--- src/rtl/ex_mem_buffer.sv ---
// ex_mem_buffer: elastic two-entry EX->MEM pipeline register.
// A head register feeds the memory stage and a skid slot absorbs one
// extra entry, so ex_ready comes straight from a flop.
//
// Ports:
//   clk, rst            clock, synchronous active-high reset
//   flush               drop every held entry (branch/jump redirect)
//   ex_valid, alu_ready EX presents an instruction / result is ready
//   ex_*                EX payload (result, store data, pc, rd, ctrl)
//   ex_ready            buffer can accept (skid slot empty)
//   mem_ready           memory stage consumes the head entry
//   mem_valid, mem_*    head entry valid and its payload
//   occupancy           number of held entries (0..2)
//   stall_cnt           saturating count of mem_valid & ~mem_ready
module ex_mem_buffer #(
  parameter int XLEN    = 32,
  parameter int REG_W   = 5,
  parameter int STALL_W = 16
) (
  input  logic               clk,
  input  logic               rst,
  input  logic               flush,
  input  logic               ex_valid,
  input  logic               alu_ready,
  input  logic [XLEN-1:0]    ex_alu_result,
  input  logic [XLEN-1:0]    ex_store_data,
  input  logic [XLEN-1:0]    ex_pc,
  input  logic [REG_W-1:0]   ex_rd,
  input  logic [2:0]         ex_funct3,
  input  logic               ex_mem_read,
  input  logic               ex_mem_write,
  input  logic               ex_reg_write,
  output logic               ex_ready,
  input  logic               mem_ready,
  output logic               mem_valid,
  output logic [XLEN-1:0]    mem_alu_result,
  output logic [XLEN-1:0]    mem_store_data,
  output logic [XLEN-1:0]    mem_pc,
  output logic [REG_W-1:0]   mem_rd,
  output logic [2:0]         mem_funct3,
  output logic               mem_mem_read,
  output logic               mem_mem_write,
  output logic               mem_reg_write,
  output logic [1:0]         occupancy,
  output logic [STALL_W-1:0] stall_cnt
);

  typedef struct packed {
    logic [XLEN-1:0]  alu;
    logic [XLEN-1:0]  sdata;
    logic [XLEN-1:0]  pc;
    logic [REG_W-1:0] rd;
    logic [2:0]       funct3;
    logic             mrd;
    logic             mwr;
    logic             rwr;
  } ent_t;

  ent_t in_e;
  ent_t head_q;
  ent_t skid_q;

  logic               head_v_q;
  logic               skid_v_q;
  logic [STALL_W-1:0] stall_q;

  logic acc;
  logic drn;
  logic head_free;
  logic stall;
  logic stall_max;

  always_comb begin
    in_e        = '0;
    in_e.alu    = ex_alu_result;
    in_e.sdata  = ex_store_data;
    in_e.pc     = ex_pc;
    in_e.rd     = ex_rd;
    in_e.funct3 = ex_funct3;
    in_e.mrd    = ex_mem_read;
    in_e.mwr    = ex_mem_write;
    in_e.rwr    = ex_reg_write;
  end

  assign ex_ready  = ~skid_v_q;
  assign acc       = ex_valid & alu_ready
                   & ex_ready & ~flush;
  assign drn       = head_v_q & mem_ready;
  assign head_free = ~head_v_q | drn;
  assign stall     = head_v_q & ~mem_ready;
  assign stall_max = &stall_q;

  always_ff @(posedge clk) begin
    if (rst) begin
      head_q   <= '0;
      skid_q   <= '0;
      head_v_q <= 1'b0;
      skid_v_q <= 1'b0;
      stall_q  <= '0;
    end else begin
      if (stall && !stall_max)
        stall_q <= stall_q + 1'b1;

      // Flush wins; payloads keep their
      // stale value, only valids drop.
      if (flush) begin
        head_v_q <= 1'b0;
        skid_v_q <= 1'b0;
      end else if (head_free) begin
        if (skid_v_q) begin
          head_q   <= skid_q;
          head_v_q <= 1'b1;
          skid_v_q <= 1'b0;
        end else if (acc) begin
          head_q   <= in_e;
          head_v_q <= 1'b1;
        end else begin
          head_v_q <= 1'b0;
        end
      end else if (acc) begin
        // Head held: acc implies the
        // skid slot is empty.
        skid_q   <= in_e;
        skid_v_q <= 1'b1;
      end
    end
  end

  assign mem_valid      = head_v_q;
  assign mem_alu_result = head_q.alu;
  assign mem_store_data = head_q.sdata;
  assign mem_pc         = head_q.pc;
  assign mem_rd         = head_q.rd;
  assign mem_funct3     = head_q.funct3;
  assign mem_mem_read   = head_q.mrd;
  assign mem_mem_write  = head_q.mwr;
  assign mem_reg_write  = head_q.rwr;
  assign occupancy      = {1'b0, head_v_q}
                        + {1'b0, skid_v_q};
  assign stall_cnt      = stall_q;

endmodule
--- config.mk ---
export PLATFORM = sky130hd
export DESIGN_NAME = ex_mem_buffer
export DESIGN_NICKNAME = d
export VERILOG_FILES = /design/src/rtl/ex_mem_buffer.sv
export SDC_FILE = /design/constraint.sdc
export NUM_CORES = 1
export LEC_CHECK = 0
export CAP_MARGIN = 40
export CORE_UTILIZATION = 50
export CTS_BUF_LIST = sky130_fd_sc_hd__clkbuf_8 sky130_fd_sc_hd__clkbuf_16
export DETAILED_ROUTE_END_ITERATION = 6
export PLACE_DENSITY = 0.82
export SETUP_SLACK_MARGIN = 0.2
export SLEW_MARGIN = 20
export SYNTH_ARGS = -nofsm -noshare
export SYNTH_HDL_FRONTEND = slang
export SYNTH_SLANG_ARGS = --single-unit
export TNS_END_PERCENT = 50
--- constraint.sdc ---
create_clock -name clk -period 2.96 [get_ports clk]
set_input_delay 0.444 -clock clk [delete_from_list [all_inputs] [get_ports clk]]
set_output_delay 0.444 -clock clk [all_outputs]
set_load 0.05 [all_outputs]
# Word level (Yosys, flattened, before mapping)
# Cells that the tools add are included.
[op_classes]
n_reduce_logical = 8
mux = 4
addsub = 2
n_bitwise = 11
[ops]
columns = ["op", "n"]
rows = [
  ["$mux W107", 2],
  ["$add A16 B1 Y16 const B", 1],
  ["$reduce_and A16 Y1", 1],
  ["$reduce_and A3 Y1", 2],
  ["$and A1 B1 Y1", 5],
  ["$not A1 Y1", 5],
  ["$reduce_or A3 Y1", 1],
  ["$add A1 B1 Y2", 1],
  ["$mux W1", 2],
  ["$reduce_bool A2 Y1", 1],
  ["$reduce_or A2 Y1", 1],
  ["$logic_and A1 B1 Y1", 1],
  ["$logic_not A1 Y1", 1],
  ["$or A1 B1 Y1", 1],
]
[word_totals]
reg_bits = 232
word_cells = 44
inputBits = 113

# Longest topological paths before layout
# Gate-level depths: netlist (run 1).
[depth]
depth_word = 5
depth_mapped = 7
depth_no_buf = 5

# Worst setup path after synthesis (run 1)
# Ideal clock, no wire load.
[synth_timing]
path_type = "register to register"
start = "reg head_v_q, in the netlist mem_valid"
end = "reg skid_q[100] (netlist bit)"
setup_time_ps = 132
n_path_buf = 3
required_ps = 2828
arrival_ps = 1884
path_slack_ps = 944
stages_incl_launch_ff = 8
period_less_slack_ps = 2016
path_cell_list = "dfxtp_1 nand2b_2 or4_1 buf_2 buf_2 buf_2 nand2_1 a21oi_1"
[synth_between]
elab_chain_len = 4
word_cells_on_any_way = 5
classes_between = "4 x bitwise; 1 x reduce/logical"
[synth_rtl]
columns = ["item", "line_no", "source"]
rows = [
  ["from (decl)", "63", "logic head_v_q;"],
  ["from (signal assigned)", "97", "head_v_q <= 1'b0;"],
  ["from (signal assigned)", "107", "head_v_q <= 1'b0;"],
  ["from (signal assigned)", "112", "head_v_q <= 1'b1;"],
  ["$and A1 B1 Y1 / $not A1 Y1 (equally long branches)", "88, 89", ""],
  ["$or A1 B1 Y1 *", "89", "assign head_free = ~head_v_q | drn;"],
  ["$not A1 Y1 (no source line) *", "n/a", ""],
  ["$reduce_and A3 Y1 (no source line) *", "n/a", ""],
  ["to (signal assigned)", "123", "skid_q <= in_e;"],
  ["to (decl)", "61", "ent_t skid_q;"],
]
# Mark *: on every way between the ends. The rest lies on a longest branch, timed or not.
# A chain may end at the register's enable or synchronous reset.

# Worst setup path in the final report (run 1)
[layout_timing]
start = "reg stall_q[13], in the netlist stall_cnt[13]"
end = "out stall_cnt[13]"
[layout_lines]
columns = ["item", "line_no", "source"]
rows = [
  ["from (decl)", "65", "logic [STALL_W-1:0] stall_q;"],
  ["from (signal assigned)", "102", "stall_q <= stall_q + 1'b1;"],
  ["to (decl)", "45", "output logic [STALL_W-1:0] stall_cnt"],
]
# No word-level cell between the ends.

==> out/results.txt, run 1 <==
outcome = complete, no violations
DR WL/cell = 15.50 µm
DRT Wirelength = 23140 µm
pwr dens = 565.7 nW/µm²
clock power share = 0.421
hold path depth = 2
Rows = 49
CTS clk-pin slew, worst paths = 60 ps
path type of the worst setup path = register to primary output
initial DRC count = 524
Fin. Hold Viols = 0
Layout Nets = 1364
Finished Layout Cells = 1493
Yosys reg bits = 232
TritonCTS clock tree = yes
FF-to-FF path depth = 6
Max transition margin = 0.4522
WP depth = 1
count of final max-slew check failures = 0
die height = 138.0 µm
sw frac = 0.2460
Resize count post-CTS = 0
area grow syn2layout = 36.00%
Crit path max-delay family = buffers and inverters
Flop pwr share = 0.457
Startpoint Class = register
initial antenna violation count = 0
RePlAce Congestion = 0.8189
minimum clock period = 2286 ps
Net Count, Synth = 1167
Post CTS Setup Buffer Count = 0
Netlist cell types = 33
critical path fanouts, max = 8
combinational power share = 0.123
Synth Warn # = 0
Initial Util = 0.5131
mean post-synth cell area = 8.791 µm²
Critical Path Sink Type = primary output
hold crit path type = primary input to register
buffer and inverter count on the worst path = 1
cts hold-fix bufs = 0
worst hold start = rst
Num CTS Buffers = 25
Worst-Margin Slew = 821.8 ps
clock latency on the worst-skew pair = 510 ps
Pleak = 4.036 nW
Core Box Area = 18020 µm²
Post-DP HPWL = 14560 µm
first-pass GRT wire length = 35870 µm
IO Port Bufs = 239
IO Count = 240
final period utilization = 0.7724
Finish-stage setup viols = 0
vias in the first global route = 7220
drt pass-1 iters = 5
register area share after synthesis = 0.5022
grt total ovfl = 0
CP arrival = 1840 ps
Max Cap Viol = 0
Root Buffer = clkbuf_16
Critical-path top delay cell = clkdlybuf4s50_1
Synth Instances = 1052
via count = 8045
largest net degree at the start of global routing = 108
vias per cell = 5.388
DR DRC count = 0
Critical Path RT = 2520 ps
layout cell share with drive strength beyond 1 = 0.05142
Critical Path, Cell by Cell = clkdlybuf4s50_1
setup TNS = 0 ps
Tot GR Track Use = 0.2326
Die X = 138.0 µm
Routed Antenna Nets = 0
ant diodes = 0
H-tree levels = 1
# placed instances = 1450
CP peak stage delay = 870 ps
worst-case clock buffer depth = 3
crit path launch = stall_cnt[13]$_SDFFE_PP0P_
unrepaired setup endpoints after global routing = no
Syn Std Cell Area = 9248 µm²
fmax = 437.4 MHz
die area = 19040 µm²
Worst Skew = 14.90 ps
Max VDD drop = 0.4321 mV
RR Startpoint = stall_cnt[0]$_SDFFE_PP0P_
Clock Sinks = 232
internal power = 5.365 mW
sw power = 1.750 mW
final cells by class:
type | instances | area, µm²
inverters | 4 | 15.01
repair buffers | 255 | 2616
clock inverters | 9 | 62.56
flip-flops and latches | 232 | 4648
fillers | 1420 | 5448
well taps | 229 | 286.5
clock buffers | 33 | 735.7
multi-input cells | 731 | 4213
cell usage after synthesis:
| master | number | share of area |
|---|---|---|
| inv_1 | 4 | 0.0016 |
| nand2b_2 | 1 | 0.00095 |
| a21oi_1 | 118 | 0.064 |
| and4b_1 | 1 | 0.0011 |
| nand3b_1 | 1 | 0.00081 |
| a31oi_1 | 2 | 0.0014 |
| a211oi_1 | 111 | 0.090 |
| and3b_1 | 1 | 0.00095 |
| nand2b_1 | 2 | 0.0014 |
| o21ai_0 | 3 | 0.0016 |
| buf_4 | 7 | 0.0057 |
| nor4_4 | 1 | 0.0023 |
| a2111oi_0 | 1 | 0.00095 |
| ha_1 | 2 | 0.0027 |
| nand4_1 | 4 | 0.0027 |
| mux2i_1 | 109 | 0.12 |
| buf_2 | 32 | 0.017 |
| nand4b_1 | 1 | 0.00095 |
| mux2_2 | 5 | 0.0061 |
| nor4_1 | 4 | 0.0027 |
| or3_1 | 4 | 0.0027 |
| o31ai_1 | 4 | 0.0032 |
| nor3_1 | 2 | 0.0011 |
| nor3b_2 | 1 | 0.0014 |
| buf_1 | 4 | 0.0016 |
| and3_1 | 2 | 0.0014 |
| dfxtp_1 | 232 | 0.50 |
| or4_1 | 4 | 0.0032 |
| nor2_1 | 115 | 0.047 |
| nor2b_1 | 5 | 0.0034 |
| nand3_1 | 6 | 0.0032 |
| nand2_1 | 221 | 0.090 |
| clkbuf_1 | 42 | 0.017 |
cell families after synthesis:
kind of cell,count (synthesis),synth area share
fa+ha+maj,2,0.002706
flops,232,0.5022
mux,114,0.1241
buf+inv,89,0.04329
compound gates,239,0.1611
simple gates,376,0.1666
stage by stage:
stage | utilization | setup slack [ps] | hold slack, ps | instance area, µm² | total power [mW]
detailed placement | 0.6520 | 514.1 | 446.1 | 11750 | 4.188
finish | 0.6978 | 673.8 | 419.3 | 12580 | 7.115
global route | 0.6978 | 635.9 | 456.2 | 12580 | 7.360
floorplan | - | 943.8 | 436.0 | 9248 | 3.803
CTS | 0.6962 | 660.3 | 403.7 | 12550 | 7.176
global placement | 0.6520 | 617.5 | 440.9 | 11750 | 4.175
placed cells by master (no fill, tap or decap), types with 3 or more instances in the layout:
cell type,synthesis,routed
clkdlybuf4s50_1,0,236
dfxtp_1,232,231
nand2_1,221,221
a21oi_1,118,118
nor2_1,115,115
a211oi_1,111,111
mux2i_1,109,109
clkbuf_16,0,25
inv_1,4,10
buf_4,7,10
clkbuf_8,0,8
buf_12,0,7
nand3_1,6,6
nor2b_1,5,5
mux2_2,5,5
nand4_1,4,4
nor4_1,4,4
o31ai_1,4,4
or3_1,4,4
or4_1,4,3
o21ai_0,3,3
routing by layer:
metal | track usage | share of wire | vias up
li1 | - | - | 4038
met1 | 0.3065 | 0.44 | 3742
met2 | 0.3681 | 0.45 | 228
met3 | 0.06908 | 0.090 | 37
met4 | 0.06461 | 0.021 | 0
met5 | 0 | 0 | -
power by group through the flow:
stage,clock [mW],sequential (mW),combinational [mW]
CTS,3.05,3.25,0.878
floorplan,0,3.58,0.224
finish,2.99,3.25,0.875
detailed placement,0,3.32,0.873
global route,3.17,3.26,0.930
global placement,0,3.31,0.862
state kept, by name, indices dropped and copies added, names as in the netlist:
| name | flops |
|---|---|
| mem_pc | 32 |
| mem_valid | 1 |
| mem_rd | 5 |
| mem_reg_write | 1 |
| mem_mem_write | 1 |
| skid_q | 107 |
| mem_alu_result | 32 |
| stall_cnt | 16 |
| mem_mem_read | 1 |
| mem_store_data | 32 |
| skid_v_q | 1 |
| mem_funct3 | 3 |
final timing paths:
path | endpoint | slack [ps]
min | stall_cnt[13]$_SDFFE_PP0P_ | 420
max reg2reg | stall_cnt[7]$_SDFFE_PP0P_ | 820
max | stall_cnt[13] | 670
min reg2reg | skid_q[99]$_SDFFE_PP0P_ | 450
Note: power is estimated with default switching activity, not from simulation.
==> run 2, diff against run 1 <==
--- a/config.mk
+++ b/config.mk
@@ -6,10 +6,10 @@
 export NUM_CORES = 1
 export LEC_CHECK = 0
 export CAP_MARGIN = 40
-export CORE_UTILIZATION = 50
+export CORE_UTILIZATION = 49
 export CTS_BUF_LIST = sky130_fd_sc_hd__clkbuf_8 sky130_fd_sc_hd__clkbuf_16
 export DETAILED_ROUTE_END_ITERATION = 6
-export PLACE_DENSITY = 0.82
+export PLACE_DENSITY = 0.8
 export SETUP_SLACK_MARGIN = 0.2
 export SLEW_MARGIN = 20
 export SYNTH_ARGS = -nofsm -noshare
==> constraint.sdc (replaced) <==
create_clock -name clk -period 2.4 [get_ports clk]
set_input_delay 0.36 -clock clk [delete_from_list [all_inputs] [get_ports clk]]
set_output_delay 0.36 -clock clk [all_outputs]
set_load 0.05 [all_outputs]
==> out/results.txt, run 2 (synthesis gave the netlist of run 1 again) <==
CTS clk-pin slew, worst paths = 60 ps (about the same)
Flop pwr share = 0.458 (was 0.457)
largest net degree at the start of global routing = 76 (was 108)
Max Cap Viol = 0 (unchanged)
hold path depth = 2 (unchanged)
layout cell share with drive strength beyond 1 = 0.05831 (was 0.05142)
Rows = 49 (unchanged)
IO Count = 240 (unchanged)
Tot Pwr = 8.748 mW (was 7.115 mW)
clock power share = 0.418 (was 0.421)
Critical Path, Cell by Cell = clkdlybuf4s50_1 (unchanged)
combinational power share = 0.124 (was 0.123)
hold crit path type = primary input to register (unchanged)
Finished Layout Cells = 1499 (was 1493)
FF-to-FF path depth = 5 (was 6)
Worst Skew = 10.33 ps (was 14.90 ps)
Root Buffer = clkbuf_16 (unchanged)
leading cell types in the layout, fill and taps excluded = clkdlybuf4s50_1 (231), dfxtp_1 (231), nand2_1 (221), a21oi_1 (118), nor2_1 (115) (was clkdlybuf4s50_1 (236), dfxtp_1 (231), nand2_1 (221), a21oi_1 (118), nor2_1 (115))
Final Util = 0.6948 (was 0.6978)
Pleak = 4.122 nW (was 4.036 nW)
clock latency on the worst-skew pair = 510 ps (about the same)
minimum clock period = 2168 ps
vias per cell = 5.396 (was 5.388)
# placed instances = 1456 (was 1450)
outcome = complete, no violations (unchanged)
via count = 8088 (was 8045)
grt total ovfl = 0 (unchanged)
Layout Nets = 1369 (was 1364)
Critical-path top delay cell = clkdlybuf4s50_1 (unchanged)
H-tree levels = 1 (unchanged)
Max transition margin = 0.4968 (was 0.4522)
TritonCTS clock tree = yes (unchanged)
Routed Antenna Nets = 0 (unchanged)
worst-case clock buffer depth = 3 (unchanged)
Filler cells = 1418 (was 1420)
sw frac = 0.2514 (was 0.2460)
path type of the worst setup path = register to primary output (unchanged)
Crit path max-delay family = buffers and inverters (unchanged)
Clock Sinks = 232 (unchanged)
IO Port Bufs = 239 (unchanged)
Num CTS Buffers = 25 (unchanged)
CP peak stage delay = 860 ps (was 870 ps)
Finish-stage setup viols = 0 (unchanged)
most flop-heavy register = skid_q (unchanged)
Critical Path Sink Type = primary output (unchanged)
fmax = 461.3 MHz
critical path fanouts, max = 8 (unchanged)
DRT Wirelength = 23480 µm (was 23140 µm)
RePlAce Congestion = 0.8303 (was 0.8189)
setup TNS = 0 ps (unchanged)
Post-DP HPWL = 15240 µm (was 14560 µm)
Largest register FFs = 107 (unchanged)
Startpoint Class = register (unchanged)
unrepaired setup endpoints after global routing = yes (was no)
CP arrival = 1810 ps (was 1840 ps)
vias in the first global route = 7676 (was 7220)
DR DRC count = 0 (unchanged)
area grow syn2layout = 36.80% (was 36.00%)
Fin. Hold Viols = 0 (unchanged)
internal power = 6.549 mW (was 5.365 mW)
Worst-Margin Slew = 754.8 ps (was 821.8 ps)
Core Box Area = 18210 µm² (was 18020 µm²)
DR WL/cell = 15.67 µm (was 15.50 µm)
Die X = 139.4 µm (was 138.0 µm)
Initial Util = 0.5079 (was 0.5131)
first-pass GRT wire length = 37670 µm (was 35870 µm)
Tot GR Track Use = 0.2352 (was 0.2326)
final period utilization = 0.9033
Critical Path RT = 2040 ps (was 2520 ps)
Max VDD drop = 0.6290 mV (was 0.4321 mV)
initial DRC count = 425 (was 524)
drt pass-1 iters = 4 (was 5)
die area = 19430 µm² (was 19040 µm²)
initial antenna violation count = 1 (was 0)
die height = 139.4 µm (was 138.0 µm)
buffer and inverter count on the worst path = 1 (unchanged)
count of final max-slew check failures = 0 (unchanged)
sw power = 2.199 mW (was 1.750 mW)
WP depth = 1 (unchanged)
pwr dens = 691.5 nW/µm² (was 565.7 nW/µm²)
[run 2: final cells by class]
cell class	count	area [µm²]	share of cell area
antenna	1	2.502	0.0001978
clock buffer	30	694.4	0.05489
clock inverter	12	91.34	0.007220
inverter	4	15.01	0.001187
multi-input combinational	731	4213	0.3330
sequential	232	4648	0.3674
tap	229	286.5	0.02265
timing repair buffer	260	2700	0.2134
[run 2: metal layers]
metal | wire [µm] | vias up | track usage
met5 | 0 | - | 0
met4 | 563 | 0 | 0.06784
met3 | 1950 | 40 | 0.07398
met2 | 10790 | 229 | 0.3904
met1 | 10180 | 3755 | 0.2922
li1 | - | 4064 | -
[run 2: final timing paths]
path,start,to,slack [ps]
worst max-delay path,stall_cnt[2]$_SDFFE_PP0P_,stall_cnt[2],230
worst min-delay path,rst,stall_cnt[13]$_SDFFE_PP0P_,310
worst max register to register,stall_cnt[0]$_SDFFE_PP0P_,stall_cnt[7]$_SDFFE_PP0P_,480
worst min register to register,skid_q[68]$_SDFFE_PP0P_,skid_q[68]$_SDFFE_PP0P_,450
[run 2: stage by stage]
step                worst slack [ps]  hold slack [ps]  area, µm²
CTS                            205.5            295.8      12640
global route                   185.9            334.6      12650
finish                         232.2            309.2      12650
floorplan                      383.8            436.0       9248
detailed placement             206.2            446.1      11860
global placement               292.6            440.8      11860
[run 2: timing repair]
action	CTS	global route
gates resized for setup	1	3
setup buffers	0	0
endpoints found under the setup margin	1	6
hold endpoints to repair	0	0
hold buffers	0	0
[run 2: power by group through the flow]
stage | Combinational (mW) | Clock [mW] | Sequential, mW
global route | 1.15 | 3.89 | 4.02
finish | 1.08 | 3.65 | 4.01
detailed placement | 1.08 | 0 | 4.09
global placement | 1.07 | 0 | 4.09
CTS | 1.09 | 3.73 | 4.01
floorplan | 0.277 | 0 | 4.41
